[src/rtl/mmss_countdown.sv]
// mm:ss countdown timer with run/pause, preset load and Fischer increment.
// Expiry is sticky until a load or reset.
module mmss_countdown #(
  parameter int SEC_MOD = 60,
  parameter int MAX_MIN = 99,
  parameter int MIN_W = 7,
  parameter int INC_SEC = 0,
  localparam int SEC_W = $clog2(SEC_MOD)
) (
  input  logic             clk,
  input  logic             reset,
  input  logic             tick,
  input  logic             run,
  input  logic             load,
  input  logic [MIN_W-1:0] load_min,
  input  logic [SEC_W-1:0] load_sec,
  input  logic             add_inc,
  output logic [MIN_W-1:0] minutes,
  output logic [SEC_W-1:0] seconds,
  output logic             borrow,
  output logic             expired,
  output logic [1:0]       state
);

  typedef enum logic [1:0] {
    S_IDLE  = 2'd0,
    S_RUN   = 2'd1,
    S_PAUSE = 2'd2,
    S_EXP   = 2'd3
  } state_t;

  localparam logic [SEC_W-1:0] SEC_TOP = SEC_W'(SEC_MOD - 1);
  localparam logic [MIN_W-1:0] MIN_TOP = MIN_W'(MAX_MIN);
  localparam logic [SEC_W:0]   INC_V = (SEC_W+1)'(INC_SEC);
  localparam logic [SEC_W:0]   MOD_V = (SEC_W+1)'(SEC_MOD);
  localparam logic [MIN_W:0]   MAXM_V = (MIN_W+1)'(MAX_MIN);

  state_t           r_state, w_state_nxt;
  logic [MIN_W-1:0] r_min, w_min_nxt;
  logic [SEC_W-1:0] r_sec, w_sec_nxt;
  logic             r_borrow, w_borrow_nxt;
  logic             r_expired, w_expired_nxt;

  logic [MIN_W-1:0] w_dec_min, w_base_min, w_inc_min, w_ld_min;
  logic [SEC_W-1:0] w_dec_sec, w_base_sec, w_inc_sec, w_ld_sec;
  logic [MIN_W:0]   w_min_carry;
  logic [SEC_W:0]   w_sum;
  logic             w_wrap, w_dec_zero, w_time_zero, w_do_tick;

  always_comb begin
    w_dec_min = r_min;
    w_dec_sec = r_sec;
    w_wrap    = 1'b0;
    if (r_sec != '0) begin
      w_dec_sec = r_sec - SEC_W'(1);
    end else if (r_min != '0) begin
      w_dec_sec = SEC_TOP;
      w_dec_min = r_min - MIN_W'(1);
      w_wrap    = 1'b1;
    end
  end

  assign w_dec_zero  = (w_dec_min == '0) && (w_dec_sec == '0);
  assign w_time_zero = (r_min == '0) && (r_sec == '0);
  assign w_do_tick   = (r_state == S_RUN) && tick;

  // Increment is applied on top of this cycle's decrement, if any
  assign w_base_min = w_do_tick ? w_dec_min : r_min;
  assign w_base_sec = w_do_tick ? w_dec_sec : r_sec;

  always_comb begin
    w_sum       = {1'b0, w_base_sec} + INC_V;
    w_min_carry = {1'b0, w_base_min};
    w_inc_sec   = w_sum[SEC_W-1:0];
    if (w_sum >= MOD_V) begin
      w_inc_sec   = SEC_W'(w_sum - MOD_V);
      w_min_carry = {1'b0, w_base_min} + (MIN_W+1)'(1);
    end
    w_inc_min = w_min_carry[MIN_W-1:0];
    if (w_min_carry > MAXM_V) begin
      w_inc_min = MIN_TOP;
      w_inc_sec = SEC_TOP;
    end
  end

  assign w_ld_min = (load_min > MIN_TOP) ? MIN_TOP : load_min;
  assign w_ld_sec = (load_sec > SEC_TOP) ? SEC_TOP : load_sec;

  always_comb begin
    w_state_nxt   = r_state;
    w_min_nxt     = r_min;
    w_sec_nxt     = r_sec;
    w_borrow_nxt  = 1'b0;
    w_expired_nxt = r_expired;
    if (load) begin
      w_state_nxt   = S_IDLE;
      w_min_nxt     = w_ld_min;
      w_sec_nxt     = w_ld_sec;
      w_expired_nxt = 1'b0;
    end else begin
      unique case (r_state)
        S_IDLE: begin
          if (run && w_time_zero) begin
            w_state_nxt   = S_EXP;
            w_expired_nxt = 1'b1;
          end else if (run) begin
            w_state_nxt = S_RUN;
          end
        end
        S_RUN: begin
          w_state_nxt = run ? S_RUN : S_PAUSE;
          if (tick) begin
            w_min_nxt    = w_dec_min;
            w_sec_nxt    = w_dec_sec;
            w_borrow_nxt = w_wrap;
          end
          if (tick && w_dec_zero) begin
            w_state_nxt   = S_EXP;
            w_expired_nxt = 1'b1;
          end else if (add_inc) begin
            w_min_nxt = w_inc_min;
            w_sec_nxt = w_inc_sec;
          end
        end
        S_PAUSE: begin
          if (run) w_state_nxt = S_RUN;
          if (add_inc) begin
            w_min_nxt = w_inc_min;
            w_sec_nxt = w_inc_sec;
          end
        end
        S_EXP: begin
        end
      endcase
    end
  end

  always_ff @(posedge clk) begin
    if (reset) begin
      r_state   <= S_IDLE;
      r_min     <= '0;
      r_sec     <= '0;
      r_borrow  <= 1'b0;
      r_expired <= 1'b0;
    end else begin
      r_state   <= w_state_nxt;
      r_min     <= w_min_nxt;
      r_sec     <= w_sec_nxt;
      r_borrow  <= w_borrow_nxt;
      r_expired <= w_expired_nxt;
    end
  end

  assign minutes = r_min;
  assign seconds = r_sec;
  assign borrow  = r_borrow;
  assign expired = r_expired;
  assign state   = r_state;

endmodule

[config.mk]
export PLATFORM = sky130hd
export DESIGN_NAME = mmss_countdown
export DESIGN_NICKNAME = d
export VERILOG_FILES = /design/src/rtl/mmss_countdown.sv
export SDC_FILE = /design/constraint.sdc
export NUM_CORES = 1
export LEC_CHECK = 0
export CAP_MARGIN = 20
export CORE_MARGIN = 1.5
export CORE_UTILIZATION = 50
export CTS_CLUSTER_DIAMETER = 80
export DETAILED_ROUTE_END_ITERATION = 16
export PLACE_DENSITY = 0.84
export SYNTH_ARGS = -nofsm -noshare
export SYNTH_HDL_FRONTEND = slang
export SYNTH_SLANG_ARGS = --single-unit
[constraint.sdc]
create_clock -name clk -period 4.25 [get_ports clk]
set_input_delay 0.85 -clock clk [delete_from_list [all_inputs] [get_ports clk]]
set_output_delay 0.85 -clock clk [all_outputs]
set_load 0.02 [all_outputs]
## Yosys cells after proc, flatten, opt, wreduce, memory -nomap -nowiden

Index checks and enable logic that the tools add are counted.

| storage, ports and cells | value |
|---|---|
| input port bits | 19 |
| logic and storage cells | 72 |
| output and inout port bits | 17 |
| bits in registers | 17 |

| operators by class | value |
|---|---|
| $add $sub $neg | 4 |
| $lt $le $gt $ge | 4 |
| bitwise operators | 2 |
| muxes and demuxes | 33 |
| reductions and logical operators | 19 |
| equality and inequality tests | 5 |

Operators by type and width:

| operator | count |
|---|---|
| two-way mux 7 bit | 10 |
| two-way mux 6 bit | 11 |
| zero test 7 bit | 2 |
| one-hot mux 7 bit (2 select lines) | 1 |
| zero test 6 bit | 2 |
| one-hot mux 6 bit (2 select lines) | 1 |
| adder 7 x 1 -> 8 bit, second input constant | 1 |
| > comparator 8 x 7 -> 1 bit, second input constant | 1 |
| two-way mux 2 bit | 4 |
| two-way mux 8 bit | 1 |
| > comparator 7 bit, second input constant | 1 |
| nonzero test 7 bit | 1 |
| subtractor 7 x 1 -> 7 bit, second input constant | 1 |
| >= comparator 6 bit, second input constant | 1 |
| > comparator 6 bit, second input constant | 1 |
| one-hot mux 2 bit (3 select lines) | 1 |
| nonzero test 3 bit | 2 |
| nonzero test 6 bit | 1 |
| subtractor 6 x 1 -> 6 bit, second input constant | 1 |
| subtractor 6 bit, second input constant | 1 |
| logical AND 1 bit | 5 |
| OR reduction 5 bit | 1 |
| two-way mux 1 bit | 3 |
| inequality test 3 bit, second input constant | 1 |
| other kinds (11) | 12 |

## Logic depth before layout (Yosys ltp)

| logic depth | value |
|---|---|
| depth in word-level cells | 12 |
| mapped depth | 16 |
| gate-level depth less buffers | 14 |

## Least setup slack after synthesis

OpenSTA, ideal clock, no wires.

| timing path | value |
|---|---|
| kind | reg2reg |
| start point | register r_sec[0] (netlist: seconds[0]) |
| end point | register r_sec[2] (netlist: seconds[2]) |
| buffers on the path | 3 |
| setup slack | 648 ps |
| data arrival time | 3486 ps |
| cell stages (with the launch flop) | 17 |
| clock period less this slack | 3602 ps |
| library setup time | 116 ps |
| data required time | 4134 ps |
| cell sequence | dfxtp_1 clkbuf_1 inv_1 ha_1 clkbuf_1 and4_1 a31oi_1 nand2_1 nand2_1 ha_1 a21bo_2 a2111oi_4 a21oi_2 a311o_1 o22a_1 buf_6 a31o_2 |

| on the way | value |
|---|---|
| longest elaborated chain between the ends | 11 |
| elaborated cells on any way between the ends | 24 |
| classes of those cells | add/sub (3); order compare (2); mux (14); reduce/logical (5) |

Ends and longest elaborated chain:

| element | RTL line | text |
|---|---|---|
| start, declared | 40 | `logic [SEC_W-1:0] r_sec, w_sec_nxt;` |
| start signal, assigned | 148 | `r_sec <= w_sec_nxt;` |
| subtractor 6 x 1 -> 6 bit, or another cell as far along | 55 | `w_dec_sec = r_sec - SEC_W'(1);` |
| two-way mux 6 bit / two-way mux 7 bit (equally long branches) | 54 | `if (r_sec != '0) begin` |
| two-way mux 6 bit / two-way mux 7 bit (equally long branches) | 69, 68 |  |
| >= comparator 6 bit / adder 7 x 1 -> 8 bit (equally long branches) | 75, 77 |  |
| two-way mux 8 bit | 75 | `if (w_sum >= MOD_V) begin` |
| > comparator 8 x 7 -> 1 bit | 80 | `if (w_min_carry > MAXM_V) begin` |
| two-way mux 6 bit | 80 |  |
| two-way mux 6 bit | 120 | `end else if (add_inc) begin` |
| two-way mux 6 bit | 117 | `if (tick && w_dec_zero) begin` |
| one-hot mux 6 bit (2 select lines) * | 101 | `unique case (r_state)` |
| two-way mux 6 bit * | 95 | `if (load) begin` |

Mark *: on every way between the ends. The rest lies on a longest branch, timed or not. The select of a mux whose other input is x is not followed.
A chain may end at the register's enable or synchronous reset.

## Worst setup path after layout

| timing path | value |
|---|---|
| start point | register r_min[0] (netlist: minutes[0]) |
| end point | register r_sec[2] (netlist: seconds[2]) |

| on the way | value |
|---|---|
| longest elaborated chain between the ends | 12 |
| elaborated cells on any way between the ends | 25 |
| classes of those cells | add/sub (3); order compare (2); mux (15); reduce/logical (5) |

Ends and longest elaborated chain:

| element | RTL line | text |
|---|---|---|
| start, declared | 39 | `logic [MIN_W-1:0] r_min, w_min_nxt;` |
| start signal, assigned | 147 | `r_min <= w_min_nxt;` |
| subtractor 7 x 1 -> 7 bit / nonzero test 7 bit (equally long branches) | 58, 56 |  |
| two-way mux 7 bit / two-way mux 6 bit (equally long branches) | 56 | `end else if (r_min != '0) begin` |
| two-way mux 7 bit / two-way mux 6 bit (equally long branches) | 54 |  |
| two-way mux 7 bit / two-way mux 6 bit (equally long branches) | 68, 69 |  |
| adder 7 x 1 -> 8 bit / >= comparator 6 bit (equally long branches) | 77, 75 |  |
| two-way mux 8 bit | 75 |  |
| > comparator 8 x 7 -> 1 bit | 80 |  |
| two-way mux 6 bit | 80 |  |
| two-way mux 6 bit | 120 |  |
| two-way mux 6 bit | 117 |  |
| one-hot mux 6 bit (2 select lines) * | 101 |  |
| two-way mux 6 bit * | 95 |  |

Marked as above.

==> impl_results.md <==
* Top delay family on crit path: compound AO/OA/AOI/OAI gates
* IO buf count at 35
* Die ar. at 5100 um2
* Crit Path Max Fanout at 11
* Via density at 7.00
* Pre-antenna DRT Iters at 6
* Nature of the critical path endpoint: flip-flop
* PD cells at 249 nW/um2
* Vias in the first global route at 2575
* Core area at 4410 um2
* Final Hold Viols at 0
* RSZ-0062 raised after global routing: no
* Crit share post-route at 0.908
* Clk buf depth at 2
* Worst path slowest cell: dfxtp_1
* Yosys reg bits at 17
* Number of diodes at 0
* H-tree levels at 1
* Routed Antenna Nets at 0
* Clock sinks at 17
* Outcome: finished clean
* Hold Path Class: reg -> reg
* Grt ovf at 0
* Worst hold margin at 0.511 ns
* Worst-Skew Late Latency at 0.26 ns
* Overall Power at 701 uW
* Syn. warnings at 0
* Mean Syn Cell Area at 7.13 um2
* Async SR Flop Fraction at 0
* Setup Fix Bufs, Post-CTS at 0
* HPWL after DPL at 6.02 mm
* Final total negative setup slack at 0 ns
* Total number of vias at 2899
* Tmin final at 3.86 ns
* CTS tree: done
* Layout cells sized above 1 at 0.113
* Slowest stage delay, CP at 0.54 ns
* Largest net degree at the start of global routing at 29
* Die height at 71.4 um
* Crit path buf inv count at 1
* Antenna violations before repair at 0
* Placer Congestion at 0.962
* Wire length per cell at 19.5 um
* VDD IR max at 159 uV
* Post-synthesis sequential area ratio at 0.145
* Clk slew on worst S/H paths at 0.07 ns
* Total Wirelength at 8.08 mm
* Commonest non-fill, non-tap cell in the layout: clkdlybuf4s50_1
* Post-CTS Hold Fix Bufs at 0
* Nets at 391
* Cell Area, Synth at 2340 um2
* CP cell instances: inv_1, ha_1, nor4b_2, and4_1, a31oi_1, nand2_1, nand2_1, ha_1, a21bo_2, a2111oi_4, a21oi_2, a311o_1, o22a_1, a31o_2
* Clk root buf: clkbuf_8
* Total CTS buffers at 3
* Post_cts resized at 0
* Clock Skew at 0.00585 ns
* Startpoint types: flip-flop
* Max transition margin at 0.542
* Max-cap viol count at 0
* Die Width at 71.4 um
* WS Path Type: reg -> reg
* Gate count after technology mapping at 328
* Initial core utilization at 0.530
* Post-synth EDFFs at 0
* I/O pin count at 36
* GRT Util Overall at 0.319
* Synthesis-to-finish area growth at 20.5%
* Residual DRC at 0
* Cell variety after synth at 70
* DRT iter0 DRCs at 480
* Syn nets at 356
* Endpoints failing setup at 0
* Worst slew pin tran at 0.680 ns
* First-pass GRT wire length at 13.1 mm
* F_max at 0.259 GHz
* Leakage at 0.00104 uW
* Place WS at 0.279 ns
* CP arrival at 4.01 ns
* Ys flop type: dfxtp_1
* Slack of the critical path at 0.390 ns
* Worst EP required at 4.40 ns
* Commonest cells after routing, fill and taps aside: clkdlybuf4s50_1 (35), nand2_1 (34), nor2_1 (30), a21oi_1 (27), buf_4 (18)
* Slew Limit Fails at 0
* FP Rows at 24
[power by group]
group,total (uW),switching (uW),internal [uW]
registers,195,24.2,171
clock network,128,60.9,66.7
logic,378,226,153
[cells in the mapped netlist (4+ instances only)]
master	number	area share
a31oi_1	17	0.045
nor4_1	6	0.016
ha_1	9	0.048
inv_1	11	0.018
nand3_1	9	0.019
clkbuf_1	13	0.021
nor2_1	30	0.048
o21ai_0	15	0.032
dfxtp_1	17	0.15
a211oi_1	6	0.019
nand2_1	34	0.055
buf_2	5	0.011
o31ai_1	7	0.022
mux2i_1	12	0.051
a21oi_1	27	0.058
o211ai_1	4	0.013
nand2b_1	4	0.011
xnor2_1	5	0.019
nand4_1	4	0.011
nor3_1	14	0.030
[kinds of logic (layout without fill, tap and decap cells)]
family,count (synthesis),in the layout,share of synthesized area
AND/OR/NAND/NOR,128,128,0.282
buffers and inverters,35,69,0.0684
AO/OA/AOI/OAI,118,118,0.368
XOR/XNOR,6,6,0.0225
adder cells (fa/ha/maj),9,9,0.0481
flip-flops,17,17,0.145
multiplexers,15,15,0.0658
[cell type report]
class | instances | area (um2)
Fill cell | 400 | 1590
Tap cell | 52 | 65.1
Sequential cell | 17 | 340
Inverter | 12 | 45.0
Timing Repair Buffer | 53 | 485
Clock buffer | 4 | 45.0
Multi-Input combinational cell | 276 | 1840
[registers in the layout (all words and copies together), names as in the netlist]
| name | flops |
|---|---|
| borrow | 1 |
| expired | 1 |
| minutes | 7 |
| seconds | 6 |
| state | 2 |
[stage by stage]
step           area, um2   util  instances
2_1_floorplan       2340      -        328
3_3_place_gp        2780  0.629        410
3_5_place_dp        2780  0.629        410
4_1_cts             2820  0.639        414
5_1_grt             2820  0.639        414
6_report            2820  0.639        414
[routing by layer]
metal | global-route usage | up-vias | share of wire
met4 | 0.107 | 0 | 0.030
met1 | 0.463 | 1303 | 0.41
met2 | 0.468 | 236 | 0.43
met3 | 0.0689 | 33 | 0.13
met5 | 0 | - | 0
li1 | - | 1327 | -
[final timing paths]
path / startpoint / endpoint / slack [ns] / depth (start not counted)
hold reg to reg: expired / expired / 0.51 / 2
setup reg to reg: minutes[0] / seconds[2] / 0.39 / 14
setup / recovery: minutes[0] / seconds[2] / 0.39 / 14
hold / removal: expired / expired / 0.51 / 2
[worst reg2reg max path, stage by stage (launching register included)]
cell,delay (ns)
dfxtp_1,0.54
inv_1,0.12
ha_1,0.24
nor4b_2,0.18
and4_1,0.25
a31oi_1,0.24
nand2_1,0.11
nand2_1,0.12
ha_1,0.17
a21bo_2,0.25
a2111oi_4,0.43
a21oi_2,0.11
a311o_1,0.33
o22a_1,0.36
a31o_2,0.31
No activity file was read; power rests on OpenSTA's default activity.
